==> src/rtl/uart_rx_pkg.sv <==
// Shared definitions for the 8N1 host command receiver: command codes,
// their one-hot encodings, FSM states and the byte-to-command decode.
package uart_rx_pkg;

   localparam logic [7:0] CMD_1 = 8'h01;
   localparam logic [7:0] CMD_2 = 8'h02;
   localparam logic [7:0] CMD_4 = 8'h04;

   localparam logic [2:0] CMD_1_ONEHOT = 3'b001;
   localparam logic [2:0] CMD_2_ONEHOT = 3'b010;
   localparam logic [2:0] CMD_4_ONEHOT = 3'b100;

   typedef enum logic [1:0] {
      StIdle,
      StStart,
      StData,
      StStop
   } rx_state_e;

   // Unknown bytes keep the previous command.
   function automatic logic [2:0] decode_cmd(input logic [7:0] rx_byte,
                                             input logic [2:0] cur_cmd);
      logic [2:0] cmd;
      cmd = cur_cmd;
      case (rx_byte)
         CMD_1:   cmd = CMD_1_ONEHOT;
         CMD_2:   cmd = CMD_2_ONEHOT;
         CMD_4:   cmd = CMD_4_ONEHOT;
         default: cmd = cur_cmd;
      endcase
      return cmd;
   endfunction

endpackage

==> src/rtl/uart_rx.sv <==
// 8N1 UART receiver: mid-bit sampling, one-hot command decode and a
// single-cycle rx_done per frame with a valid stop bit.
module uart_rx
   import uart_rx_pkg::*;
#(
   parameter int unsigned CLK_FREQ = 50_000_000,
   parameter int unsigned BAUD     = 115200
) (
   input  logic       clk_50M,
   input  logic       rst_n,
   input  logic       rs232_rx,
   output logic       rx_done,
   output logic [2:0] command
);

   localparam int unsigned BIT_CYCLES  = CLK_FREQ / BAUD;
   localparam int unsigned HALF_CYCLES = BIT_CYCLES / 2;
   localparam int unsigned CNT_W       = $clog2(BIT_CYCLES);

   localparam logic [CNT_W-1:0] BIT_LAST  = CNT_W'(BIT_CYCLES - 1);
   localparam logic [CNT_W-1:0] HALF_LAST = CNT_W'(HALF_CYCLES - 1);

   logic             sync1_q, sync2_q, edge_q;
   logic             fall;
   rx_state_e        state_q, state_d;
   logic [CNT_W-1:0] baud_cnt_q, baud_cnt_d;
   logic [2:0]       bit_idx_q, bit_idx_d;
   logic [7:0]       rx_data_q, rx_data_d;
   logic [2:0]       command_q, command_d;
   logic             rx_done_q, rx_done_d;

   // Sync flops reset high so an idle line never looks like a start edge.
   always_ff @(posedge clk_50M or negedge rst_n) begin
      if (!rst_n) begin
         sync1_q <= 1'b1;
         sync2_q <= 1'b1;
         edge_q  <= 1'b1;
      end else begin
         sync1_q <= rs232_rx;
         sync2_q <= sync1_q;
         edge_q  <= sync2_q;
      end
   end

   assign fall = edge_q & ~sync2_q;

   always_ff @(posedge clk_50M or negedge rst_n) begin
      if (!rst_n) begin
         state_q    <= StIdle;
         baud_cnt_q <= '0;
         bit_idx_q  <= '0;
         rx_data_q  <= '0;
         command_q  <= 3'b000;
         rx_done_q  <= 1'b0;
      end else begin
         state_q    <= state_d;
         baud_cnt_q <= baud_cnt_d;
         bit_idx_q  <= bit_idx_d;
         rx_data_q  <= rx_data_d;
         command_q  <= command_d;
         rx_done_q  <= rx_done_d;
      end
   end

   always_comb begin
      state_d    = state_q;
      baud_cnt_d = baud_cnt_q + 1'b1;
      bit_idx_d  = bit_idx_q;
      rx_data_d  = rx_data_q;
      command_d  = command_q;
      rx_done_d  = 1'b0;

      unique case (state_q)
         StIdle: begin
            baud_cnt_d = '0;
            if (fall) state_d = StStart;
         end
         StStart: begin
            if (baud_cnt_q == HALF_LAST) begin
               baud_cnt_d = '0;
               bit_idx_d  = '0;
               state_d    = sync2_q ? StIdle : StData;
            end
         end
         StData: begin
            if (baud_cnt_q == BIT_LAST) begin
               baud_cnt_d           = '0;
               rx_data_d[bit_idx_q] = sync2_q;
               bit_idx_d            = bit_idx_q + 1'b1;
               if (bit_idx_q == 3'd7) state_d = StStop;
            end
         end
         StStop: begin
            // Leave mid stop bit so a back-to-back start edge is not missed.
            if (baud_cnt_q == BIT_LAST) begin
               baud_cnt_d = '0;
               state_d    = StIdle;
               if (sync2_q) begin
                  rx_done_d = 1'b1;
                  command_d = decode_cmd(rx_data_q, command_q);
               end
            end
         end
         default: state_d = StIdle;
      endcase
   end

   assign rx_done = rx_done_q;
   assign command = command_q;

endmodule

==> config.mk <==
export PLATFORM = sky130hd
export DESIGN_NAME = uart_rx
export DESIGN_NICKNAME = d
export VERILOG_FILES = /design/src/rtl/uart_rx_pkg.sv /design/src/rtl/uart_rx.sv
export SDC_FILE = /design/constraint.sdc
export NUM_CORES = 1
export LEC_CHECK = 0
export ABC_AREA = 1
export CAP_MARGIN = 20
export CORE_MARGIN = 4
export CORE_UTILIZATION = 50
export CTS_BUF_LIST = sky130_fd_sc_hd__clkbuf_2 sky130_fd_sc_hd__clkbuf_4 sky130_fd_sc_hd__clkbuf_8
export CTS_CLUSTER_SIZE = 14
export DETAILED_ROUTE_END_ITERATION = 10
export DONT_BUFFER_PORTS = 1
export GPL_ROUTABILITY_DRIVEN = 0
export GPL_TIMING_DRIVEN = 0
export PLACE_DENSITY = 0.68
export RECOVER_POWER = 100
export SLEW_MARGIN = 20
export SYNTH_ARGS = -nofsm -noshare
export SYNTH_HDL_FRONTEND = slang
export SYNTH_SLANG_ARGS = --single-unit
==> constraint.sdc <==
create_clock -name clk_50M -period 1.5 [get_ports clk_50M]
set_input_delay 0.3 -clock clk_50M [delete_from_list [all_inputs] [get_ports clk_50M]]
set_output_delay 0.3 -clock clk_50M [all_outputs]
set_load 0.01 [all_outputs]
==> results.md <==
- Run status: finished, violations left
- Violated checks: setup timing
- Req. time, crit path: 1720 ps
- Port Buffer Count: 0
- Reg clk slew, reported paths: roughly 100 ps
- Seq/Total Area, Yosys: 0.480
- R2r startpoint: baud_cnt_q[1]
- DRT Pass-1 Iters: 4
- Slew HR: 0.525
- Placed cell area: around 1600 µm²
- Asr flop ratio synth: 1.00
- Class of the most critical setup path: reg2reg
- Setup slack after layout: -56.2 ps
- Cell area after synthesis: ~1500 µm²
- CTS tree: yes
- CP Capture Type: flop
- H-tree Lvls: 2
- Clock Skew: 10.4 ps
- Mean Syn Cell Area: between 8 and 9 µm²
- Warnings from Yosys: 0
- Vias in the first global route: approximately 1,100
- Min-delay worst type: reg2reg
- # fillers: around 240
- Via Count: 1,151
- Capture point of the worst reg-to-reg path: rx_data_q[4]
- Synthesized Nets: about 190
- Worst Max-Slew Pin Slew: ~700 ps
- Most common cell in the netlist: nand2_1
- Yosys top cell by area: dfrtp_1
- Fmax: about 640 MHz
- Via density: approximately 5.1
- Post-detail-place hpwl: 1.90 mm
- Die footprint: 3980 µm²
- # rows: 19
- Clk_lat worst skew: 330 ps
- Num Clock Sinks: 29
- Max_cap viols: 0
- Synth Flop Type: dfrtp_1
- Slew Limit Fails: 0
- Post-synth top area share: 0.428
- Crit path DAT: between 1500 and 2000 ps
- Top post-synthesis cells by count: nand2_1 (36), dfrtp_1 (26), inv_1 (26), nor2_1 (21), nand3_1 (15)
- VDD IR-drop max: about 650 µV
- Core ar.: between 2000 and 3000 µm²
- Final nets: roughly 200
- Setup violations, final: 13
- Num CTS Buffers: 5
- ANT cells: 0
- Seq cells post-synth: 29
- Die height: around 63 µm
- Reg2Reg Depth: 9
- Setup crit end: rx_data_q[4]
- Type of origin of the critical path: flop
- Gate count of the mapped netlist: ~180
- Grt total ovfl: 0
- Hold Fails Final Rpt: 0
- RSZ-0062 raised after global routing: yes
- Power per cell area: 1170 nW/µm²
- Gr usage total: 0.152
- Antenna-violating nets left: 0
- Crit path from: baud_cnt_q[1]
- Final min period: 1560 ps
- Setup slack, reg-to-reg: -60 ps
- Clk buf depth: 2
- Initial antenna violation count: 0
- Final Cycle Share: 1.04
- Pin count of the biggest net entering global routing: 30
- Area added between synthesis and finish: 16.6%
- DRT iter0 DRCs: 38
- CP Max Fanout: 7
- WL/cell: approximately 13 µm
- Fin area: roughly 1800 µm²
- Final Power: slightly above 0.002 W
- First-pass GRT wire length: between 4 and 5 mm
- Clk root buf: clkbuf_4
- Top cells by area, synth: dfrtp_1 (43%), nand2_1 (8.9%), inv_1 (6.4%)
- Layout cells sized above 1: 0.272
- Initial core utilization: 0.537
- EDFF count, synth: 0
- DRC: 0
- Lkg Pwr: around 0.85 nW
- Yosys cell types: 28
- IO Pins: 7
- Routed WL: around 2.9 mm
- Die width: 63.1 µm
==> cell usage in the layout, fill, tap and decap left out, drive strengths merged <==
| cell type | Yosys | final |
|---|---|---|
| nand4 | 3 | 3 |
| clkbuf | 0 | 6 |
| nor2 | 25 | 25 |
| xnor2 | 1 | 1 |
| buf | 0 | 3 |
| dlygate4sd3 | 0 | 2 |
| dfrtp | 26 | 26 |
| and2 | 1 | 1 |
| o31ai | 1 | 1 |
| a21oi | 6 | 6 |
| nand3 | 16 | 16 |
| ha | 5 | 5 |
| nor3 | 3 | 3 |
| dfstp | 3 | 3 |
| o21ai | 16 | 16 |
| nand2 | 41 | 41 |
| clkinvlp | 0 | 1 |
| xor2 | 2 | 2 |
| inv | 32 | 32 |
| clkinv | 0 | 2 |
==> per-layer routing <==
layer,wire length [µm],track usage,vias up
met5,0,0,-
met4,54,0.0909,0
met3,110,0.0444,5
met2,1410,0.232,21
met1,1300,0.191,531
li1,-,-,594
==> repair_timing <==
| item | 4_1_cts | 5_1_grt |
|---|---|---|
| endpoints found under the hold margin | 30 | 0 |
| buffers inserted | 2 | 1 |
| gates cloned | 0 | 0 |
| pin swaps | 5 | 8 |
| hold buffers | 3 | 0 |
| setup endpoints to repair | 11 | 24 |
| gates resized for setup | 8 | 19 |
==> logic make-up (layout without fill, tap and decap cells) <==
kind of cell             count (synthesis)  count (layout)  synth area share
adder cells (fa/ha/maj)                  5               5            0.0412
AO/OA/AOI/OAI                           23              23            0.0956
XOR/XNOR                                 3               3            0.0173
AND/OR/NAND/NOR                         89              89             0.287
buffers and inverters                   32              46            0.0791
flip-flops                              29              29             0.480
==> final cells by class <==
cell class	count	area [µm²]	share of cell area
Multi-Input combinational cell	120	772	0.436
Clock inverter	3	17.5	0.00989
Sequential cell	29	731	0.413
Clock buffer	5	37.5	0.0212
Timing Repair Buffer	6	51.3	0.0290
Inverter	32	123	0.0693
Tap cell	31	38.8	0.0219
==> per-stage QoR <==
stage                     worst slack, ps  hold slack, ps  std cells  utilization  setup TNS [ps]
after floorplan                       100            4.41        181            -               0
after global placement              -13.6            5.27        212        0.551           -23.1
after detailed placement            -40.1            5.26        212        0.551            -141
after CTS                          -0.345             364        225        0.599          -0.345
after global routing                 -154             367        226        0.626           -2160
final                               -56.2             362        226        0.626            -324
==> flip-flops by register name (all words and copies together), names as in the netlist, named ones only <==
signal / count
edge_q: 1
command: 3
baud_cnt_q: 9
state_q: 1
sync2_q: 1
sync1_q: 1
bit_idx_q: 3
rx_done: 1
rx_data_q: 8
==> worst max-delay path: stages (launching register included) <==
cell and delay, ps:
dfrtp_1 430, inv_2 120, ha_4 150, nand2_4 50
nor2_4 140, nand2_4 90, nor2_8 160, nand2_4 100
o21ai_2 130, o31ai_2 70
==> worst min path at each step <==
| stage | end | from | slack (ps) | cells past startpoint |
|---|---|---|---|---|
| finish | sync2_q | sync1_q | 360 | 0 |
| global route | sync2_q | sync1_q | 370 | 0 |
| CTS | sync2_q | sync1_q | 360 | 0 |
| detailed placement | baud_cnt_q[0] | rst_n | 5 | 0 |
| global placement | baud_cnt_q[0] | rst_n | 5 | 0 |
| floorplan | asynchronous set/reset pin | rst_n | 4 | 0 |
==> where the power goes <==
part	switching, W	leakage, nW	total [W]	internal [W]
combinational	0.000411	0.435	0.000657	0.000246
sequential	0.0000917	0.386	0.000952	0.000860
clock	0.000285	0.0310	0.000461	0.000176
total	0.000788	0.853	0.00207	0.00128
Power figures use the tool's default switching activity.
